[src/rtl/serial_subtracter.sv]
// serial_subtracter: computes a - b - bin one DIGIT-bit slice per clock,
// LSB first, with a registered borrow chain and a start/busy/done handshake.
// STEPS = WIDTH/DIGIT cycles per operation; DIGIT = WIDTH gives a
// single-step registered subtracter.
// Optional feature macro: SERIAL_SUB_OVERFLOW_EN adds the signed-overflow
// output ovf and its register.
module serial_subtracter #(
    parameter int WIDTH = 8,
    parameter int DIGIT = 1
) (
    input  logic             clk,
    input  logic             rst,
    input  logic             start,
    input  logic [WIDTH-1:0] a,
    input  logic [WIDTH-1:0] b,
    input  logic             bin,
    output logic             busy,
    output logic             done,
    output logic [WIDTH-1:0] diff,
    output logic             bout
`ifdef SERIAL_SUB_OVERFLOW_EN
    ,
    output logic             ovf
`endif
);

    localparam int STEPS = WIDTH / DIGIT;
    localparam int CW    = (STEPS > 1) ? $clog2(STEPS) : 1;

    typedef enum logic [1:0] {
        ST_IDLE = 2'd0,
        ST_RUN  = 2'd1,
        ST_DONE = 2'd2
    } state_t;

    state_t           state_q;
    logic [WIDTH-1:0] a_q;
    logic [WIDTH-1:0] b_q;
    logic             borrow_q;
    logic [CW-1:0]    cnt_q;
    logic [WIDTH-1:0] work_q;
    logic [WIDTH-1:0] diff_q;
    logic             bout_q;
    logic             busy_q;
    logic             done_q;

    // Per-step combinational results
    logic [DIGIT:0]   step_res_d;
    logic [DIGIT-1:0] slice_d;
    logic             borrow_d;
    logic [WIDTH-1:0] work_d;
    logic             last_step_s;

    // One slice of the subtraction plus insertion of its result at the MSB end
    always_comb begin
        step_res_d = {1'b0, a_q[DIGIT-1:0]} - {1'b0, b_q[DIGIT-1:0]}
                     - {{DIGIT{1'b0}}, borrow_q};
        slice_d    = step_res_d[DIGIT-1:0];
        borrow_d   = step_res_d[DIGIT];
        work_d     = work_q >> DIGIT;
        work_d[WIDTH-1 -: DIGIT] = slice_d;
        if (cnt_q == CW'(STEPS - 1)) begin
            last_step_s = 1'b1;
        end else begin
            last_step_s = 1'b0;
        end
    end

`ifdef SERIAL_SUB_OVERFLOW_EN
    logic ovf_q;
    logic msb_bin_s;

    // Borrow into the MSB of the top slice: a result bit is a ^ b ^ borrow-in,
    // so the borrow-in falls out of the DIGIT-1-bit sub-subtraction below it
    // without a second subtractor.
    always_comb begin
        msb_bin_s = step_res_d[DIGIT-1] ^ a_q[DIGIT-1] ^ b_q[DIGIT-1];
    end

    assign ovf = ovf_q;
`endif

    // Control FSM, datapath shift registers and registered outputs
    always_ff @(posedge clk or posedge rst) begin
        if (rst) begin
            state_q  <= ST_IDLE;
            a_q      <= '0;
            b_q      <= '0;
            borrow_q <= 1'b0;
            cnt_q    <= '0;
            work_q   <= '0;
            diff_q   <= '0;
            bout_q   <= 1'b0;
            busy_q   <= 1'b0;
            done_q   <= 1'b0;
`ifdef SERIAL_SUB_OVERFLOW_EN
            ovf_q    <= 1'b0;
`endif
        end else begin
            case (state_q)
                ST_IDLE, ST_DONE: begin
                    done_q <= 1'b0;
                    if (start) begin
                        a_q      <= a;
                        b_q      <= b;
                        borrow_q <= bin;
                        cnt_q    <= '0;
                        work_q   <= '0;
                        busy_q   <= 1'b1;
                        state_q  <= ST_RUN;
                    end else begin
                        busy_q   <= 1'b0;
                        state_q  <= ST_IDLE;
                    end
                end
                ST_RUN: begin
                    a_q      <= a_q >> DIGIT;
                    b_q      <= b_q >> DIGIT;
                    work_q   <= work_d;
                    borrow_q <= borrow_d;
                    if (last_step_s) begin
                        cnt_q   <= '0;
                        diff_q  <= work_d;
                        bout_q  <= borrow_d;
`ifdef SERIAL_SUB_OVERFLOW_EN
                        ovf_q   <= msb_bin_s ^ borrow_d;
`endif
                        busy_q  <= 1'b0;
                        done_q  <= 1'b1;
                        state_q <= ST_DONE;
                    end else begin
                        cnt_q   <= cnt_q + CW'(1);
                        busy_q  <= 1'b1;
                        done_q  <= 1'b0;
                        state_q <= ST_RUN;
                    end
                end
                default: begin
                    busy_q  <= 1'b0;
                    done_q  <= 1'b0;
                    state_q <= ST_IDLE;
                end
            endcase
        end
    end

    assign busy = busy_q;
    assign done = done_q;
    assign diff = diff_q;
    assign bout = bout_q;

endmodule

[config.mk]
export PLATFORM = sky130hd
export DESIGN_NAME = serial_subtracter
export DESIGN_NICKNAME = d
export VERILOG_FILES = /design/src/rtl/serial_subtracter.sv
export SDC_FILE = /design/constraint.sdc
export NUM_CORES = 1
export LEC_CHECK = 0
export CAP_MARGIN = 20
export CORE_UTILIZATION = 55
export CTS_BUF_LIST = sky130_fd_sc_hd__clkbuf_8 sky130_fd_sc_hd__clkbuf_16
export CTS_CLUSTER_SIZE = 8
export DETAILED_ROUTE_END_ITERATION = 7
export PLACE_DENSITY = 0.83
export SLEW_MARGIN = 20
export SYNTH_ARGS = -nofsm -noshare
export SYNTH_HDL_FRONTEND = slang
export SYNTH_SLANG_ARGS = --single-unit
[constraint.sdc]
create_clock -name clk -period 2.39 [get_ports clk]
set_clock_uncertainty 0.1 [all_clocks]
set_input_delay 0.478 -clock clk [delete_from_list [all_inputs] [get_ports clk]]
set_output_delay 0.478 -clock clk [all_outputs]
set_load 0.05 [all_outputs]
==> results of run 1 <==
registers in the layout (all words and copies together), names as in the netlist:
signal / flops
borrow_q: 1
state_q: 2
diff: 8
bout: 1
work_q: 7
b_q: 8
a_q: 8
done: 1
cnt_q: 3
power by group through the flow:
stage	clock network (mW)	logic, mW	registers (mW)
floorplan	0	0.810	1.38
global placement	0	1.32	1.16
detailed placement	0	1.37	1.18
CTS	0.569	1.39	1.17
global route	0.589	1.49	1.21
finish	0.556	1.38	1.17
per-layer routing:
layer	global-route usage	vias up	wire (µm)
met1	0.2708	593	1508
met4	0.1020	0	72
met3	0.05275	10	104
li1	-	589	-
met2	0.3629	23	1560
met5	0	-	0
metrics by stage:
step | power [mW] | hold WS [ns] | worst slack, ns | cell area (µm²)
3_5_place_dp | 2.549 | 0.3808 | 0.3007 | 2101
5_1_grt | 3.288 | 0.4131 | 0.3281 | 2218
6_report | 3.102 | 0.3913 | 0.3615 | 2218
4_1_cts | 3.129 | 0.3971 | 0.3451 | 2218
3_3_place_gp | 2.477 | 0.3730 | 0.3625 | 2101
2_1_floorplan | 2.190 | 0.3700 | 0.7450 | 1750
cells by family after synthesis:
family	synth area share
and+or+nand+nor	0.06862
muxes	0.1108
AOI/OAI and AO/OA	0.1780
adders and majority gates	0.02573
buffers and inverters	0.05933
DFF	0.5575
how the worst max path moves through the flow:
stage	cells past startpoint	end	slack, ns
after floorplan	5	bout	0.75
after global placement	4	work_q[5]	0.36
after detailed placement	4	work_q[6]	0.30
after CTS	1	diff[7]	0.35
after global routing	1	diff[1]	0.33
final	1	diff[7]	0.36
cells in the final DEF (no fill, tap or decap):
cell             netlist  final
dfrtp_1               39     39
clkdlybuf4s50_1        0     29
inv_1                 13     13
o22ai_1               10     10
a21oi_2               10     10
buf_4                  0      8
a22o_1                 7      7
mux2i_1                7      7
nor2b_1                6      6
nand2b_1               6      6
mux2_1                 6      6
o21ai_0                6      6
clkbuf_8               0      6
a211oi_1               5      5
a21oi_1                5      5
mux2_2                 5      5
nand3_1                3      3
nand2_1                2      2
ha_1                   2      2
and2_1                 1      1
nor3_1                 1      1
a21o_1                 1      1
nand3b_1               1      1
nor2_1                 1      1
fa_1                   1      1
bufinv_16              0      1
clkinv_2               0      1
final cells by class:
type                       count  share of cell area
tap                           44             0.02482
inverter                      13             0.02200
clock inverter                 2             0.01579
multi-input combinational     86              0.3023
clock buffer                   6             0.03723
sequential                    39              0.4399
timing repair buffer          37              0.1579
==> metrics.txt, run 1 <==
First-pass DRT Iterations=4; asr flop ratio synth=1.000; Seq/Total Area, Yosys=0.5575; critical path class=flop to output pin; Logic pwr share=0.444; Final HPWL DP=2215 µm; Routed WL=3246 µm; worst min path class=flop to flop; first-pass GRT wire length=5354 µm; Inst Count DP=between 200 and 250; CTS buffer count=5; CP required=1.81 ns; Clock Tree Root=clkbuf_8; IO Count=31; Final TNS setup=0 ns; status=finished, final reports clean; area leader, netlist=dfrtp_1; Antenna diodes=0; FP Rows=20; post-DR wirelength/cell=about 14 µm; Reg2Reg Capture Point=diff[3]; PwrDens=~1400 nW/µm²; WP buf/inv=1; number of DRC violations after detailed-routing iteration 0=39; RSZ-0062 raised after global routing=false; crit-path cells=clkdlybuf4s50_1; Unique masters post-synth=25; Critical R2R Launch=cnt_q[0]; Multi-input gate area=670.6 µm²; Num Clock Sinks=39; Placer Congestion=0.7567; most numerous cell in the Yosys netlist=dfrtp_1; max incr delay on CP=0.81 ns; hold wc startpoint=diff[4]; Die Y=58.42 µm; Die W=about 58 µm; Cell Count, Final, Fillers Out=between 200 and 250; clock-pin slew on the worst setup and hold paths=about 0.070 ns; Initial Util=0.5781; Main synth FF type=dfrtp_1; Area Overhead vs Synth=26.73%; fillers=~230; # setup viols final=0; share of Yosys cell area claimed by the top area cell type=0.5575; power share of the sequential group=0.377; Vias=approximately 1200; Mapped Nets=170; Final Max Slew Viols=0; Resized cells post-CTS=0; postcts setup bufs=0; worst setup path start=diff[7]; peak supply drop=754.2 µV; Post-Syn Instances=~150; number of global-route vias before repair=1205; Cell Area, Synth=~1800 µm²; final core utilization=0.7326; pin count of the biggest net entering global routing=40; Slowest-stage cell, CP=clkdlybuf4s50_1; initial antenna violation count=0; Worst Path Arrival=1.45 ns; max capacitance violation total=0; CTS tree=done; Lkg Pwr=0.9979 nW; Vias/cell=about 5.4; Fmax=0.4930 GHz; hold path cells=1; Post-CTS Hold Buffers=0; H-tree levels=2; worst reg2reg path depth=5; Slew @ Worst Pin=0.7804 ns; Port Buffers=30; worst-case clock buffer depth=2; sw frac=0.3893; crit path max fanout=2; DRT antenna net count=0; Total Nets Final=205; Worst slew margin=0.4797; Pint=1.894 mW; gr usage total=0.2183; Final Hold Vio Count=0; internal reg-to-reg setup slack=~0.60 ns; Crit. End Element=output pin; clock network power share=0.179; crit path launch type=flop; Clock Latency Late Sink=0.29 ns; largest cells by area after synthesis=dfrtp_1 56%, a21oi_2 5.0%, mux2i_1 4.0%; sequential cell area=just under 1000 µm²; synth cell count leaders=39 x dfrtp_1, 13 x inv_1, 10 x a21oi_2, 10 x o22ai_1; YS warnings=0; # DRC=0; Die ar.=3412 µm²; period utilization=0.8487; Synth Area per Inst=around 12 µm²; share of post-route cells with drive strength above 1=0.1694; number of flops mapped to enable cells by yosys=0; Net Switching=1.208 mW; core box area=3028 µm²; Final min period=2.028 ns; hold endpoint=diff[4]; Yosys reg bits=39; gr ovfl total=0; CP delay by family, top=buffers and inverters
Note: power is estimated with default switching activity, not from simulation.
==> inputs of run 2 (changes only) <==
--- a/config.mk
+++ b/config.mk
@@ -6,11 +6,11 @@
 export NUM_CORES = 1
 export LEC_CHECK = 0
 export CAP_MARGIN = 20
-export CORE_UTILIZATION = 55
+export CORE_UTILIZATION = 51
 export CTS_BUF_LIST = sky130_fd_sc_hd__clkbuf_8 sky130_fd_sc_hd__clkbuf_16
 export CTS_CLUSTER_SIZE = 8
 export DETAILED_ROUTE_END_ITERATION = 7
-export PLACE_DENSITY = 0.83
+export PLACE_DENSITY = 0.78
 export SLEW_MARGIN = 20
 export SYNTH_ARGS = -nofsm -noshare
 export SYNTH_HDL_FRONTEND = slang
==> constraint.sdc (replaced) <==
create_clock -name clk -period 1.9 [get_ports clk]
set_clock_uncertainty 0.1 [all_clocks]
set_input_delay 0.38 -clock clk [delete_from_list [all_inputs] [get_ports clk]]
set_output_delay 0.38 -clock clk [all_outputs]
set_load 0.05 [all_outputs]
==> metrics.txt, run 2 (same netlist as run 1, synthesis figures left out) <==
status=finished, final reports clean; gr usage total=0.2155; core box area=3153 µm²; crit path max fanout=14; DRT antenna net count=0; crit-path cells=buf_4, buf_12; peak supply drop=around 950 µV; Routed WL=~3400 µm; number of DRC violations after detailed-routing iteration 0=28; M1 GR Usage=0.2570; gr ovfl total=0; postcts setup bufs=0; CTS buffer count=5; Crit. End Element=output pin; # setup viols final=0; crit path launch type=flop; CP required=~1.4 ns; Antenna diodes=0; Lkg Pwr=between 1 and 1.5 nW; Initial Util=0.5552; RSZ-0062 raised after global routing=false; First-pass DRT Iterations=4; Final WS setup=0.1261 ns; pin count of the biggest net entering global routing=40; Final HPWL DP=~2400 µm; busiest grt layer=met2; Slowest-stage cell, CP=dfrtp_1; most frequent cells in the layout=39 x dfrtp_1, 19 x clkdlybuf4s50_1, 18 x buf_4, 13 x inv_1; met2 Usage GRT=0.3705; Final TNS setup=0 ns; IO Count=31; Fmax=0.5637 GHz; Resized cells post-CTS=0; Num Clock Sinks=39; FP Rows=20; Final Max Slew Viols=0; initial antenna violation count=0; post-DR wirelength/cell=between 10 and 15 µm; critical path class=flop to output pin; met3 usage=0.05757; Die Y=roughly 61 µm; Final min period=1.774 ns; # DRC=0; PwrDens=1766 nW/µm²; Final Hold Vio Count=0; Die ar.=about 3700 µm²; Worst Path Arrival=1.29 ns; number of global-route vias before repair=1216; Worst slew margin=0.7359; Clock Tree Root=clkbuf_8; Slew @ Worst Pin=between 0.3 and 0.4 ns; Port Buffers=30; Placer Congestion=0.7089; clock-pin slew on the worst setup and hold paths=0.07 ns; worst-case clock buffer depth=2; first-pass GRT wire length=~5500 µm; max incr delay on CP=0.58 ns; share of post-route cells with drive strength above 1=0.2324; CTS tree=done; Clock Latency Late Sink=0.29 ns; Post-CTS Hold Buffers=0; fillers=251; DP Worst Slack=0.1427 ns; commonest non-fill, non-tap cell in the layout=dfrtp_1; period utilization=0.9336; Vias/cell=5.349; Area Overhead vs Synth=27.59%; max capacitance violation total=0; worst min path class=input port to asynchronous set/reset pin; Total Nets Final=a little over 200; Vias=1225; Die W=60.59 µm; H-tree levels=2
-- run 2: cell types whose count changed in the layout (fill, tap and decap cells not counted), sizes merged --
cell,previous run,this run
buf,8,20
clkdlybuf4s50,29,19
-- run 2: final cells by class --
type	count	area [µm²]	share of cell area
clock buffers	6	82.58	0.03697
clock inverters	2	35.03	0.01569
inverters	13	48.80	0.02185
multi-input cells	86	670.6	0.3003
flip-flops and latches	39	975.9	0.4370
well taps	44	55.05	0.02465
repair buffers	39	365.4	0.1636
-- run 2: path summary, 6_finish.rpt --
path | slack, ns | cells past startpoint | end | start
max | 0.13 | 2 | busy | state_q[0]
max reg2reg | 0.22 | 5 | diff[0] | cnt_q[0]
max in group asynchronous | 1.17 | 3 | diff[0] | rst
min in group clk | 0.40 | 1 | diff[1] | diff[1]
min | 0.33 | 3 | diff[4] | rst
min reg2reg | 0.40 | 1 | diff[1] | diff[1]
-- run 2: through the flow --
| stage | power (mW) | hold slack, ns | std cells | cell area (µm²) | utilization |
|---|---|---|---|---|---|
| finish | 3.943 | 0.3266 | 229 | 2233 | 0.7083 |
| global route | 4.206 | 0.3784 | 229 | 2233 | 0.7083 |
| CTS | 3.975 | 0.3341 | 229 | 2233 | 0.7083 |
| detailed placement | 3.253 | 0.3844 | 221 | 2116 | 0.6710 |
| global placement | 3.146 | 0.3650 | 221 | 2116 | 0.6710 |
| floorplan | 2.755 | 0.3700 | 147 | 1750 | - |
-- run 2: critical path: cells and delay by family (launching register included) --
kind | cells | cell delay (ns)
buffers and inverters | 2 | 0.42
flip-flops | 1 | 0.58
-- run 2: where the power goes --
group          leakage [nW]  internal (mW)  switching (mW)
clock                0.0612          0.425           0.289
combinational         0.488          0.765           0.982
sequential            0.482           1.21           0.274
-- run 2: metal layers --
| metal | routed length (µm) | vias to the layer above |
|---|---|---|
| li1 | - | 589 |
| met1 | 1537 | 607 |
| met2 | 1656 | 22 |
| met3 | 120 | 7 |
| met4 | 57 | 0 |
| met5 | 0 | - |
==> inputs of run 3 (changes only) <==
--- a/config.mk
+++ b/config.mk
@@ -5,7 +5,8 @@
 export SDC_FILE = /design/constraint.sdc
 export NUM_CORES = 1
 export LEC_CHECK = 0
-export CAP_MARGIN = 20
+export CAP_MARGIN = 0
+export CORE_MARGIN = 2
 export CORE_UTILIZATION = 51
 export CTS_BUF_LIST = sky130_fd_sc_hd__clkbuf_8 sky130_fd_sc_hd__clkbuf_16
 export CTS_CLUSTER_SIZE = 8
==> metrics.txt, run 3 (same netlist as run 1, synthesis figures left out) <==
number of global-route vias before repair=1277; worst-case clock buffer depth=2; H-tree levels=2; Num Clock Sinks=39; gr usage total=0.1949; Area Overhead vs Synth=26.02%; max incr delay on CP=0.59 ns; Die ar.=slightly below 4000 µm²; hold wc startpoint=diff[7]; worst min path class=flop to flop; Slowest-stage cell, CP=dfrtp_1; sw frac=0.4028; Slew @ Worst Pin=between 0.4 and 0.5 ns; Worst slew margin=0.6797; Placement Cell Area=2106 µm²; first-pass GRT wire length=5927 µm; Initial Util=0.5287; hold path cells=2; Total Nets Final=207; CP required=1.42 ns; Finished Cell Area=2206 µm²; FP Rows=21; worst reg2reg path depth=5; Clock Tree Root=clkbuf_8; max capacitance violation total=0; critical path class=flop to output pin; Port Buffers=30; initial antenna violation count=0; status=finished, final reports clean; Crit. End Element=output pin; Pint=2.297 mW; # setup viols final=0; internal reg-to-reg setup slack=about 0.20 ns; Antenna diodes=0; Vias/cell=5.242; crit path launch type=flop; hold_ws=0.3990 ns; power share of the sequential group=0.386; Pwr Total=just under 4 mW; postcts setup bufs=0; Net Switching=1.550 mW; Die W=62.59 µm; commonest non-fill, non-tap cell in the layout=dfrtp_1; hold endpoint=diff[7]; Routed WL=~3400 µm; Post-CTS Hold Buffers=0; peak supply drop=around 800 µV; Clock Latency Late Sink=0.29 ns; Fmax=0.5607 GHz; most frequent cells in the layout=39 x dfrtp_1, 19 x clkdlybuf4s50_1, 19 x buf_4, 14 x inv_1; CTS buffer count=5; Reg2Reg Capture Point=diff[5]; worst setup path start=state_q[0]; final core utilization=0.6663; Final HPWL DP=2350 µm; crit path max fanout=14; Final min period=1.783 ns; clock-pin slew on the worst setup and hold paths=0.07 ns; CP delay by family, top=flip-flops; Final Hold Vio Count=0; Final TNS setup=0 ns; post-DR wirelength/cell=14.66 µm; DRT antenna net count=0; clock network power share=0.159; First-pass DRT Iterations=4; crit-path cells=buf_4, buf_12; Die Y=around 63 µm; WP buf/inv=2; Vias=1211; Worst Path Arrival=1.30 ns; Critical R2R Launch=cnt_q[0]; # DRC=0; Placer Congestion=0.7878; IO Count=31; Lkg Pwr=between 1 and 1.5 nW; Logic pwr share=0.455; number of DRC violations after detailed-routing iteration 0=74; CTS tree=done; gr ovfl total=0; period utilization=0.9387; pin count of the biggest net entering global routing=40; core box area=3311 µm²; Resized cells post-CTS=0; RSZ-0062 raised after global routing=false; share of post-route cells with drive strength above 1=0.2270; Final Max Slew Viols=0; PwrDens=roughly 1700 nW/µm²
[run 3: layout make-up]
type	count	area, µm²
tap	46	57.56
clock buffer	7	96.34
clock inverter	1	3.754
fill	269	1105
timing repair buffer	39	352.8
inverter	13	48.80
sequential	39	975.9
multi-input combinational	86	670.6
[run 3: worst max path at each step]
stage | endpoint | slack [ns] | cells after the start
detailed placement | b_q[2] | 0.14 | 5
CTS | busy | 0.12 | 2
global placement | b_q[6] | 0.19 | 5
floorplan | bout | 0.26 | 5
global route | busy | 0.04 | 2
finish | busy | 0.12 | 2
[run 3: layer usage]
layer  vias up  wire (µm)  global-route usage
met5         -          0                   0
met4         0         71             0.08333
met3         8        120             0.04324
met2        24       1662              0.3239
met1       591       1532              0.2461
li1        588          -                   -
[run 3: tightest hold or removal path, delay by kind of cell, from the launching register on]
kind               cells  cell delay, ns
and+or+nand+nor        1            0.05
AOI/OAI and AO/OA      1            0.06
DFF                    1            0.36
[run 3: metrics by stage]
stage / instances / setup slack (ns)
after floorplan: 147 / 0.2550
after global placement: 223 / 0.1860
after detailed placement: 223 / 0.1430
after CTS: 231 / 0.1182
after global routing: 231 / 0.04032
final: 231 / 0.1165
[run 3: power by group through the flow]
stage,combinational [mW],sequential [mW],clock [mW]
floorplan,1.02,1.74,0
global placement,1.67,1.48,0
detailed placement,1.75,1.50,0
CTS,1.77,1.49,0.618
global route,1.91,1.55,0.658
finish,1.75,1.49,0.612
